===== config.mk =====
export PLATFORM = sky130hd
export DESIGN_NAME = wb_read_streamer_flat
export DESIGN_NICKNAME = d
export VERILOG_FILES = /design/src/rtl/wb_stream_pkg.sv /design/src/rtl/wshb_if.sv /design/src/rtl/wb_read_streamer_sync_fifo.sv /design/src/rtl/wb_read_streamer.sv /design/src/flat_wrapper.sv
export SDC_FILE = /design/constraint.sdc
export NUM_CORES = 1
export LEC_CHECK = 0
export CORE_ASPECT_RATIO = 0.9
export CORE_UTILIZATION = 50
export CTS_CLUSTER_SIZE = 12
export DETAILED_ROUTE_END_ITERATION = 6
export HOLD_SLACK_MARGIN = 0.03
export PLACE_DENSITY = 0.79
export SYNTH_ARGS = -nofsm -noshare
export SYNTH_HDL_FRONTEND = slang
export SYNTH_SLANG_ARGS = --single-unit

===== constraint.sdc =====
create_clock -name clk -period 7.7 [get_ports clk]
set_input_delay 1.925 -clock clk [delete_from_list [all_inputs] [get_ports clk]]
set_output_delay 1.925 -clock clk [all_outputs]
set_load 0.01 [all_outputs]

===== src/rtl/wb_stream_pkg.sv =====
// wb_stream_pkg: shared types and Wishbone constants for the read streamer
package wb_stream_pkg;
  typedef enum logic [1:0] {IDLE, READ, DRAIN} state_t;
  localparam logic [3:0] WB_SEL_ALL = 4'b1111;
  localparam logic [31:0] WORD_BYTES = 32'd4;
  localparam logic [2:0] WB_CTI_CLASSIC = 3'b000;
  localparam logic [1:0] WB_BTE_LINEAR = 2'b00;
  function automatic logic [31:0] word_align(input logic [31:0] a);
    return {a[31:2], 2'b00};
  endfunction
endpackage


===== src/rtl/wshb_if.sv =====
// wshb_if: Wishbone classic bus bundle with master and slave views
interface wshb_if #(parameter int dw = 32, parameter int aw = 32) (input logic clk, input logic rst);
  logic cyc, stb, we, ack, err, rty;
  logic [dw/8-1:0] sel;
  logic [aw-1:0] adr;
  logic [dw-1:0] dat_ms, dat_sm;
  logic [2:0] cti;
  logic [1:0] bte;
  modport master (input clk, rst, ack, err, rty, dat_sm, output cyc, stb, we, sel, adr, dat_ms, cti, bte);
  modport slave (input clk, rst, cyc, stb, we, sel, adr, dat_ms, cti, bte, output ack, err, rty, dat_sm);
endinterface


===== src/rtl/wb_read_streamer_sync_fifo.sv =====
// sync_fifo: first-word-fall-through FIFO with occupancy count
module sync_fifo #(parameter int width = 32, parameter int depth = 4) (
  input logic clk,
  input logic rst,
  input logic push,
  input logic pop,
  input logic [width-1:0] din,
  output logic [width-1:0] dout,
  output logic full,
  output logic empty,
  output logic [$clog2(depth):0] count
);
  localparam int aw = $clog2(depth);
  localparam int cw = aw + 1;
  logic [width-1:0] mem [depth];
  logic [aw-1:0] wr_ptr, rd_ptr;
  logic do_push, do_pop;
  assign empty = count == '0;
  assign full = count == cw'(depth);
  assign do_push = push && !full;
  assign do_pop = pop && !empty;
  assign dout = mem[rd_ptr];
  // storage, pointers and occupancy; pop on empty and push on full are dropped
  always_ff @(posedge clk or posedge rst) begin
    if (rst) begin
      for (int i = 0; i < depth; i++) mem[i] <= '0;
      wr_ptr <= '0;
      rd_ptr <= '0;
      count <= '0;
    end else begin
      if (do_push) mem[wr_ptr] <= din;
      wr_ptr <= wr_ptr + aw'(do_push);
      rd_ptr <= rd_ptr + aw'(do_pop);
      count <= count + cw'(do_push) - cw'(do_pop);
    end
  end
endmodule


===== src/rtl/wb_read_streamer.sv =====
// wb_read_streamer: Wishbone reader that streams a word window through a FWFT FIFO
module wb_read_streamer import wb_stream_pkg::*; #(
  parameter int fifo_depth = 4,
  parameter int cnt_width = 16
) (
  input logic clk,
  input logic rst,
  input logic start,
  input logic [31:0] base_adr,
  input logic [cnt_width-1:0] word_count,
  output logic busy,
  output logic done,
  wshb_if.master wb_m,
  output logic [31:0] out_data,
  output logic out_valid,
  input logic out_ready
);
  localparam int cw = $clog2(fifo_depth) + 1;
  state_t state, state_n;
  logic stb_q, stb_n, done_n, ack_hit, pop, room, full, empty;
  logic [31:0] adr_q, adr_n;
  logic [cnt_width-1:0] rem_q, rem_n;
  logic [cw-1:0] count;
  assign ack_hit = stb_q && wb_m.ack;
  assign pop = out_valid && out_ready;
  assign out_valid = !empty;
  assign busy = state != IDLE;
  assign wb_m.cyc = stb_q;
  assign wb_m.stb = stb_q;
  assign wb_m.we = 1'b0;
  assign wb_m.sel = WB_SEL_ALL;
  assign wb_m.adr = adr_q;
  assign wb_m.dat_ms = '0;
  assign wb_m.cti = WB_CTI_CLASSIC;
  assign wb_m.bte = WB_BTE_LINEAR;
  // space left after this cycle's push/pop; a pop always frees a slot since full never pushes
  assign room = pop ? 1'b1 : ack_hit ? count < cw'(fifo_depth - 1) : !full;
  sync_fifo #(.width(32), .depth(fifo_depth)) u_fifo (
    .clk(clk), .rst(rst), .push(ack_hit), .pop(pop), .din(wb_m.dat_sm),
    .dout(out_data), .full(full), .empty(empty), .count(count)
  );
  // next state, address/counter update and issue decision; stb holds until acked
  always_comb begin
    state_n = state;
    adr_n = adr_q;
    rem_n = rem_q;
    done_n = 1'b0;
    unique case (state)
      IDLE: begin
        if (start && word_count != '0) begin
          state_n = READ;
          adr_n = word_align(base_adr);
          rem_n = word_count;
        end else done_n = start;
      end
      READ: begin
        if (ack_hit) begin
          adr_n = adr_q + WORD_BYTES;
          rem_n = rem_q - cnt_width'(1);
          state_n = rem_q == cnt_width'(1) ? DRAIN : READ;
        end
      end
      DRAIN: begin
        if (pop && count == cw'(1)) begin
          state_n = IDLE;
          done_n = 1'b1;
        end
      end
      default: state_n = IDLE;
    endcase
    stb_n = state_n == READ && ((stb_q && !wb_m.ack) || (rem_n != '0 && room));
  end
  // state register; reset drops the bus request immediately
  always_ff @(posedge clk or posedge rst) begin
    if (rst) begin
      state <= IDLE;
      stb_q <= 1'b0;
      adr_q <= '0;
      rem_q <= '0;
      done <= 1'b0;
    end else begin
      state <= state_n;
      stb_q <= stb_n;
      adr_q <= adr_n;
      rem_q <= rem_n;
      done <= done_n;
    end
  end
endmodule


===== src/flat_wrapper.sv =====
// flat-port wrapper written by rule: the top's interface ports become plain ports
module wb_read_streamer_flat import wb_stream_pkg::*;
#(
  parameter int fifo_depth = 4,
  parameter int cnt_width = 16
)
  (clk, rst, start, base_adr, word_count, busy, done, out_data, out_valid, out_ready, wb_m_ack, wb_m_err, wb_m_rty, wb_m_dat_sm, wb_m_cyc, wb_m_stb, wb_m_we, wb_m_sel, wb_m_adr, wb_m_dat_ms, wb_m_cti, wb_m_bte);
  wshb_if wb_m_i (.clk(clk), .rst(rst));
  input logic clk;
  input logic rst;
  input logic start;
  input logic [31:0] base_adr;
  input logic [cnt_width-1:0] word_count;
  output logic busy;
  output logic done;
  output logic [31:0] out_data;
  output logic out_valid;
  input logic out_ready;
  input wire logic [$bits(wb_m_i.ack)-1:0] wb_m_ack;
  input wire logic [$bits(wb_m_i.err)-1:0] wb_m_err;
  input wire logic [$bits(wb_m_i.rty)-1:0] wb_m_rty;
  input wire logic [$bits(wb_m_i.dat_sm)-1:0] wb_m_dat_sm;
  output wire logic [$bits(wb_m_i.cyc)-1:0] wb_m_cyc;
  output wire logic [$bits(wb_m_i.stb)-1:0] wb_m_stb;
  output wire logic [$bits(wb_m_i.we)-1:0] wb_m_we;
  output wire logic [$bits(wb_m_i.sel)-1:0] wb_m_sel;
  output wire logic [$bits(wb_m_i.adr)-1:0] wb_m_adr;
  output wire logic [$bits(wb_m_i.dat_ms)-1:0] wb_m_dat_ms;
  output wire logic [$bits(wb_m_i.cti)-1:0] wb_m_cti;
  output wire logic [$bits(wb_m_i.bte)-1:0] wb_m_bte;
  assign wb_m_i.ack = wb_m_ack;
  assign wb_m_i.err = wb_m_err;
  assign wb_m_i.rty = wb_m_rty;
  assign wb_m_i.dat_sm = wb_m_dat_sm;
  assign wb_m_cyc = wb_m_i.cyc;
  assign wb_m_stb = wb_m_i.stb;
  assign wb_m_we = wb_m_i.we;
  assign wb_m_sel = wb_m_i.sel;
  assign wb_m_adr = wb_m_i.adr;
  assign wb_m_dat_ms = wb_m_i.dat_ms;
  assign wb_m_cti = wb_m_i.cti;
  assign wb_m_bte = wb_m_i.bte;
  wb_read_streamer #(.fifo_depth(fifo_depth), .cnt_width(cnt_width)) u_core (.clk(clk), .rst(rst), .start(start), .base_adr(base_adr), .word_count(word_count), .busy(busy), .done(done), .wb_m(wb_m_i), .out_data(out_data), .out_valid(out_valid), .out_ready(out_ready));
endmodule

Yosys cells after proc, flatten, opt, wreduce, memory -nomap -nowiden
Index checks and enable logic that the tools add are counted.
{"block": "totals", "regBits": 187, "latchBits": 0, "ramBits": 0, "rom_bits": 0, "inputBits": 87, "output_inout_bits": 111, "wordCells": 75, "mem_count": 0}
{"block": "op_classes", "add_sub_neg": 6, "multipliers": 0, "div": 0, "n_lt_le_gt_ge": 4, "n_eq_ne": 8, "n_shift": 0, "muxes": 22, "bitwise": 2, "reduce_logical": 21}
{"operator": "$mux 32", "n": 5}
{"operator": "$bwmux 128", "n": 1}
{"operator": "$bmux 32 s2", "n": 1}
{"operator": "$demux 32 s2", "n": 1}
{"operator": "$pmux 32 s2", "n": 1}
{"operator": "$add 32x3->32 const B", "n": 1}
{"operator": "$mux 16", "n": 2}
{"operator": "$pmux 16 s2", "n": 1}
{"operator": "$reduce_bool 16->1", "n": 2}
{"operator": "$eq 16x1->1 const B", "n": 1}
{"operator": "$sub 16x1->16 const B", "n": 1}
{"operator": "$logic_and 1x1->1", "n": 10}
{"operator": "$mux 2", "n": 4}
{"operator": "$ge 3x3->1 const B", "n": 2}
{"operator": "$not 2->3", "n": 2}
{"operator": "$pmux 2 s3", "n": 1}
{"operator": "$add 2x1->2", "n": 2}
{"operator": "$eq 2x1->1 const B", "n": 2}
{"operator": "$mux 1", "n": 4}
{"operator": "$ne 2x1->1 const B", "n": 2}
{"operator": "$reduce_bool 2->1", "n": 2}
{"operator": "$add 3x1->3", "n": 1}
{"operator": "$eq 3x1->1 const B", "n": 1}
{"operator": "$eq 3x3->1 const B", "n": 1}
{"operator": "other kinds (10)", "n": 12}

Depth between registers and ports, before layout
{"block": "depth", "word_depth": 8, "depth_mapped": 9, "depth_no_buf": 9}

Hierarchy
A second synthesis with hierarchy kept.
{"block": "hier_totals", "hier_cells": 794, "area_unflattened_um2": 9688.0}
{"mod": "sync_fifo", "n_inst": 1, "cells_each": 340, "area_per_inst_um2": 6025.8, "seq_area_each_um2": 3378.2}
{"mod": "wb_read_streamer", "n_inst": 1, "cells_each": 454, "area_per_inst_um2": 3662.3, "seq_area_each_um2": 1251.2}

Worst setup path before layout
OpenSTA, ideal clock, no wires.
{"block": "synth_timing", "kind": "register to output", "start": "register u_core.u_fifo.rd_ptr[1]", "end": "output port out_data[18]", "t_arrival_ns": 1.750, "t_required_ns": 5.775, "path_slack_ns": 4.025, "stages_incl_launch_ff": 5, "path_buffers": 3, "path_cell_list": "dfrtp_1 > clkbuf_1 > buf_1 > buf_1 > mux4_2"}
{"block": "synth_via", "elab_chain_len": 4}
{"element": "start: declaration", "line": "wb_read_streamer_sync_fifo.sv:16", "source": "logic [aw-1:0] wr_ptr, rd_ptr;"}
{"element": "start signal: assignment", "line": "wb_read_streamer_sync_fifo.sv:33", "source": "rd_ptr <= rd_ptr + aw'(do_pop);"}
{"element": "$not 2->3 (not written as such)", "line": "wb_read_streamer_sync_fifo.sv:22", "source": "assign dout = mem[rd_ptr];"}
{"element": "$bmux 32 s2", "line": "wb_read_streamer_sync_fifo.sv:22"}
{"element": "$mux 32 (not written as such) (2 in series)", "line": "wb_read_streamer_sync_fifo.sv:22"}
{"element": "end: declaration", "line": "flat_wrapper.sv:16", "source": "output logic [31:0] out_data;"}
Every way passes these cells. The select of a mux whose other input is x is not followed.

Worst setup path after layout
{"block": "layout_timing", "start": "register u_core.u_fifo.rd_ptr[1]", "end": "output port out_data[1]"}
Same word-level chain as after synthesis.

==> results.toml <==
[critical_path]
r2r_start = "u_core.wb_m.cyc$_DFF_PP0_"
cpMaxStageDelayCell = "dfrtp_1"
startpoint_type = "register"
cp.required_ns = 5.78
arrival_ns = 2.58
worstPathMaxFanout = 24
crit_chain = "buf_4, mux4_2, clkdlybuf4s50_1"
cp_top_family = "buffers and inverters"
end_kind = "output port"
path_buf_inv = 2
critPathMaxStageDelay_ns = 0.61
crit_start = "u_core.u_fifo.rd_ptr[1]$_DFF_PP0_"
path_class = "register to output port"

[sta]
slew_viol_final = 0
finalSetupTns_ns = 0
maxSlewHeadroom_pct = 30.9
rsz0062_at_grt = "no"
worst_pin_slew_ns = 1.03
finalCriticalPeriod_ns = 4.51
layout_setup_ws_ns = 3.19
setup_viol = 0
max_freq_mhz = 222
fin_skew_ns = 0.0171
timing.final.hold_violations = 0
post-route-period-util_pct = 58.6

[pwr]
ir_worst_vdd_uv = 191
p_sw_share_pct = 35.4
pwr-share-clk_pct = 17.2
seqPwrFrac_pct = 37.2
p_comb_share_pct = 45.6
p_int_mw = 3.20
leakagePower_nw = 4.66
p_sw_mw = 1.75
p_per_area_nw_per_um2 = 429

[placed_design]
pre_cts_ws_ns = 3.00
gp_congestion = 0.909
port_buffers = 149
place_hpwl_mm = 14.3

[detailed_routing]
drt_wl_total_mm = 21.4
dr.first_iter.drc_count = 537
wl_per_cell_um = 18.3
via_count = 6774
drc = 0
dr.pass1.iters = 5
antenna_left = 0
viasPerCell = 5.77

[cts]
cts_max_level = 4
cts_tree = "built"
cts-root-buf = "clkbuf_16"
clk_path_buf_depth = 2
clock_sinks = 185
clock_latency_ns = 0.42
cts_buffers = 17
cts.clk_slew.worst_paths_ns = 0.07
post-cts-setup-buffers = 0
ctsResizeCount = 0
cts-hold-fix-buffers = 0

[yosys]
synth_top_area_share_pct = 49.2
netlist_top_cells_count = "dfrtp_1 (185), mux2_2 (129), a21oi_1 (53)"
synthArstFlopShare_pct = 100
synth-edff-count = 0
ys_seq_area_share_pct = 49.2
syn_avg_cell_area_sq_um = 12.1
synth_cell_types = 70
syn_inst = 779
yosysTopAreaCell = "dfrtp_1"
syn_area_sq_um = 9410
synth.most_common_cell = "dfrtp_1"
yosys_warnings = 0
synth-seq-cells = 185
synth-main-ff-cell = "dfrtp_1"
synthTopCellsByArea = "dfrtp_1 (49%), mux2_2 (15%), mux4_2 (7.7%), buf_4 (3.6%), a21oi_1 (2.8%)"

[worst_hold_path]
hp-class = "register to register"
hp-start = "u_core.u_fifo.mem[4]$_DFFE_PP0P_"

[global_routing]
antenna_found_initial = 0
grt_overflow = 0
grt_start_max_net_pins = 79
grt_use_total_pct = 23.0
grt_pass1_vias = 6586
grt_pass1_wl_mm = 35.1

[floorplanning]
die_h_um = 132
die_w_um = 147
row_count = 47
start_util_pct = 51.1
pin_count = 198
die_area_sq_um = 19400
coreArea_sq_um = 18400

[cells_and_area]
drive_gt1_share_pct = 24.7
n_fill_cell = 1437
syn_to_final_growth_pct = 22.7
fin_nets = 1011
final_util_pct = 62.7
antenna_cells = 0

[outcome]
status = "complete, no violations"

[job]
maxCapViolCount = 0
[worst reg2reg max path: stages (launching register included)]
cell and delay, ns:
dfrtp_1 0.54, nand2_1 0.26, a21o_1 0.28, inv_1 0.12
nand3_2 0.80, mux2_2 0.62
[per-stage QoR]
stage / hold slack (ns) / instances / total power [mW] / cell area (sq um)
after floorplan: 0.474 / 821 / 3.21 / 9560
after global placement: 0.482 / 1141 / 4.04 / 11000
after detailed placement: 0.490 / 1141 / 4.11 / 11000
after CTS: 0.507 / 1173 / 4.98 / 11500
after global routing: 0.512 / 1173 / 5.26 / 11500
final: 0.502 / 1173 / 4.95 / 11500
[final cells by class]
class / instances / area (sq um) / area share (%)
Clock buffer: 17 / 425 / 3.69
Clock inverter: 15 / 149 / 1.29
Inverter: 19 / 76.3 / 0.661
Multi-Input combinational cell: 532 / 4380 / 37.9
Sequential cell: 185 / 4630 / 40.1
Tap cell: 245 / 307 / 2.66
Timing Repair Buffer: 160 / 1570 / 13.6
[logic make-up (layout without fill, tap and decap cells)]
kind of cell | count (synthesis) | in the layout | share of synthesized area, %
compound gates | 147 | 147 | 9.74
xor+xnor | 3 | 3 | 0.279
fa+ha+maj | 9 | 9 | 1.28
buf+inv | 104 | 211 | 6.28
flops | 185 | 185 | 49.2
mux | 161 | 161 | 23.1
other cells | 2 | 44 | 0.0798
simple gates | 168 | 168 | 10.0
[worst paths after layout]
check                      depth (start not counted)                                  to  slack, ns
max in group asynchronous                          3          u_core.rem_q[15]$_DFF_PP0_       4.48
min in group asynchronous                          2  u_core.u_fifo.mem[117]$_DFFE_PP0P_       2.00
setup reg to reg                                   5   u_core.u_fifo.mem[18]$_DFFE_PP0P_       4.96
hold reg to reg                                    1    u_core.u_fifo.mem[4]$_DFFE_PP0P_       0.50
hold / removal                                     1    u_core.u_fifo.mem[4]$_DFFE_PP0P_       0.50
setup / recovery                                   3                         out_data[1]       3.19
[sequential cells by signal, summed over array words and instances, names as in the netlist]
name                  flops
u_core.u_fifo.mem       128
u_core.wb_m.adr          30
u_core.rem_q             16
u_core.u_fifo.count       3
u_core.state              2
u_core.u_fifo.rd_ptr      2
u_core.u_fifo.wr_ptr      2
u_core.done               1
u_core.wb_m.cyc           1
[per-layer routing]
layer	track usage (%)	share of wire, %
met5	0	0
met1	33.2	46
met4	5.79	0.98
met3	3.81	4.1
met2	36.2	49
[placed cells by master, fill, tap and decap left out, drive strengths merged, types with 3 or more instances in the layout]
cell type and n:
clkbuf 17, a22oi 3, nor4 12, nor3 9, a21oi 53, or4 4
a22o 3, inv 27, mux4 32, o22ai 18, dfrtp 185, conb 44
nand3 26, a41oi 3, mux2 129, clkdlybuf4s50 149, and2 3, buf 11
clkinv 7, nand2b 3, nand4b 3, a31oi 4, nand4 9, o31ai 6
ha 8, nor2 37, o211ai 5, o21ai 32, nand2 43, or3 7
[power by group through the flow]
| stage | logic (mW) | clock network (mW) | registers [mW] |
|---|---|---|---|
| floorplan | 1.46 | 0 | 1.75 |
| global placement | 2.21 | 0 | 1.82 |
| detailed placement | 2.27 | 0 | 1.84 |
| CTS | 2.27 | 0.872 | 1.83 |
| global route | 2.44 | 0.915 | 1.91 |
| finish | 2.26 | 0.851 | 1.84 |
Note: power is estimated with default switching activity, not from simulation.
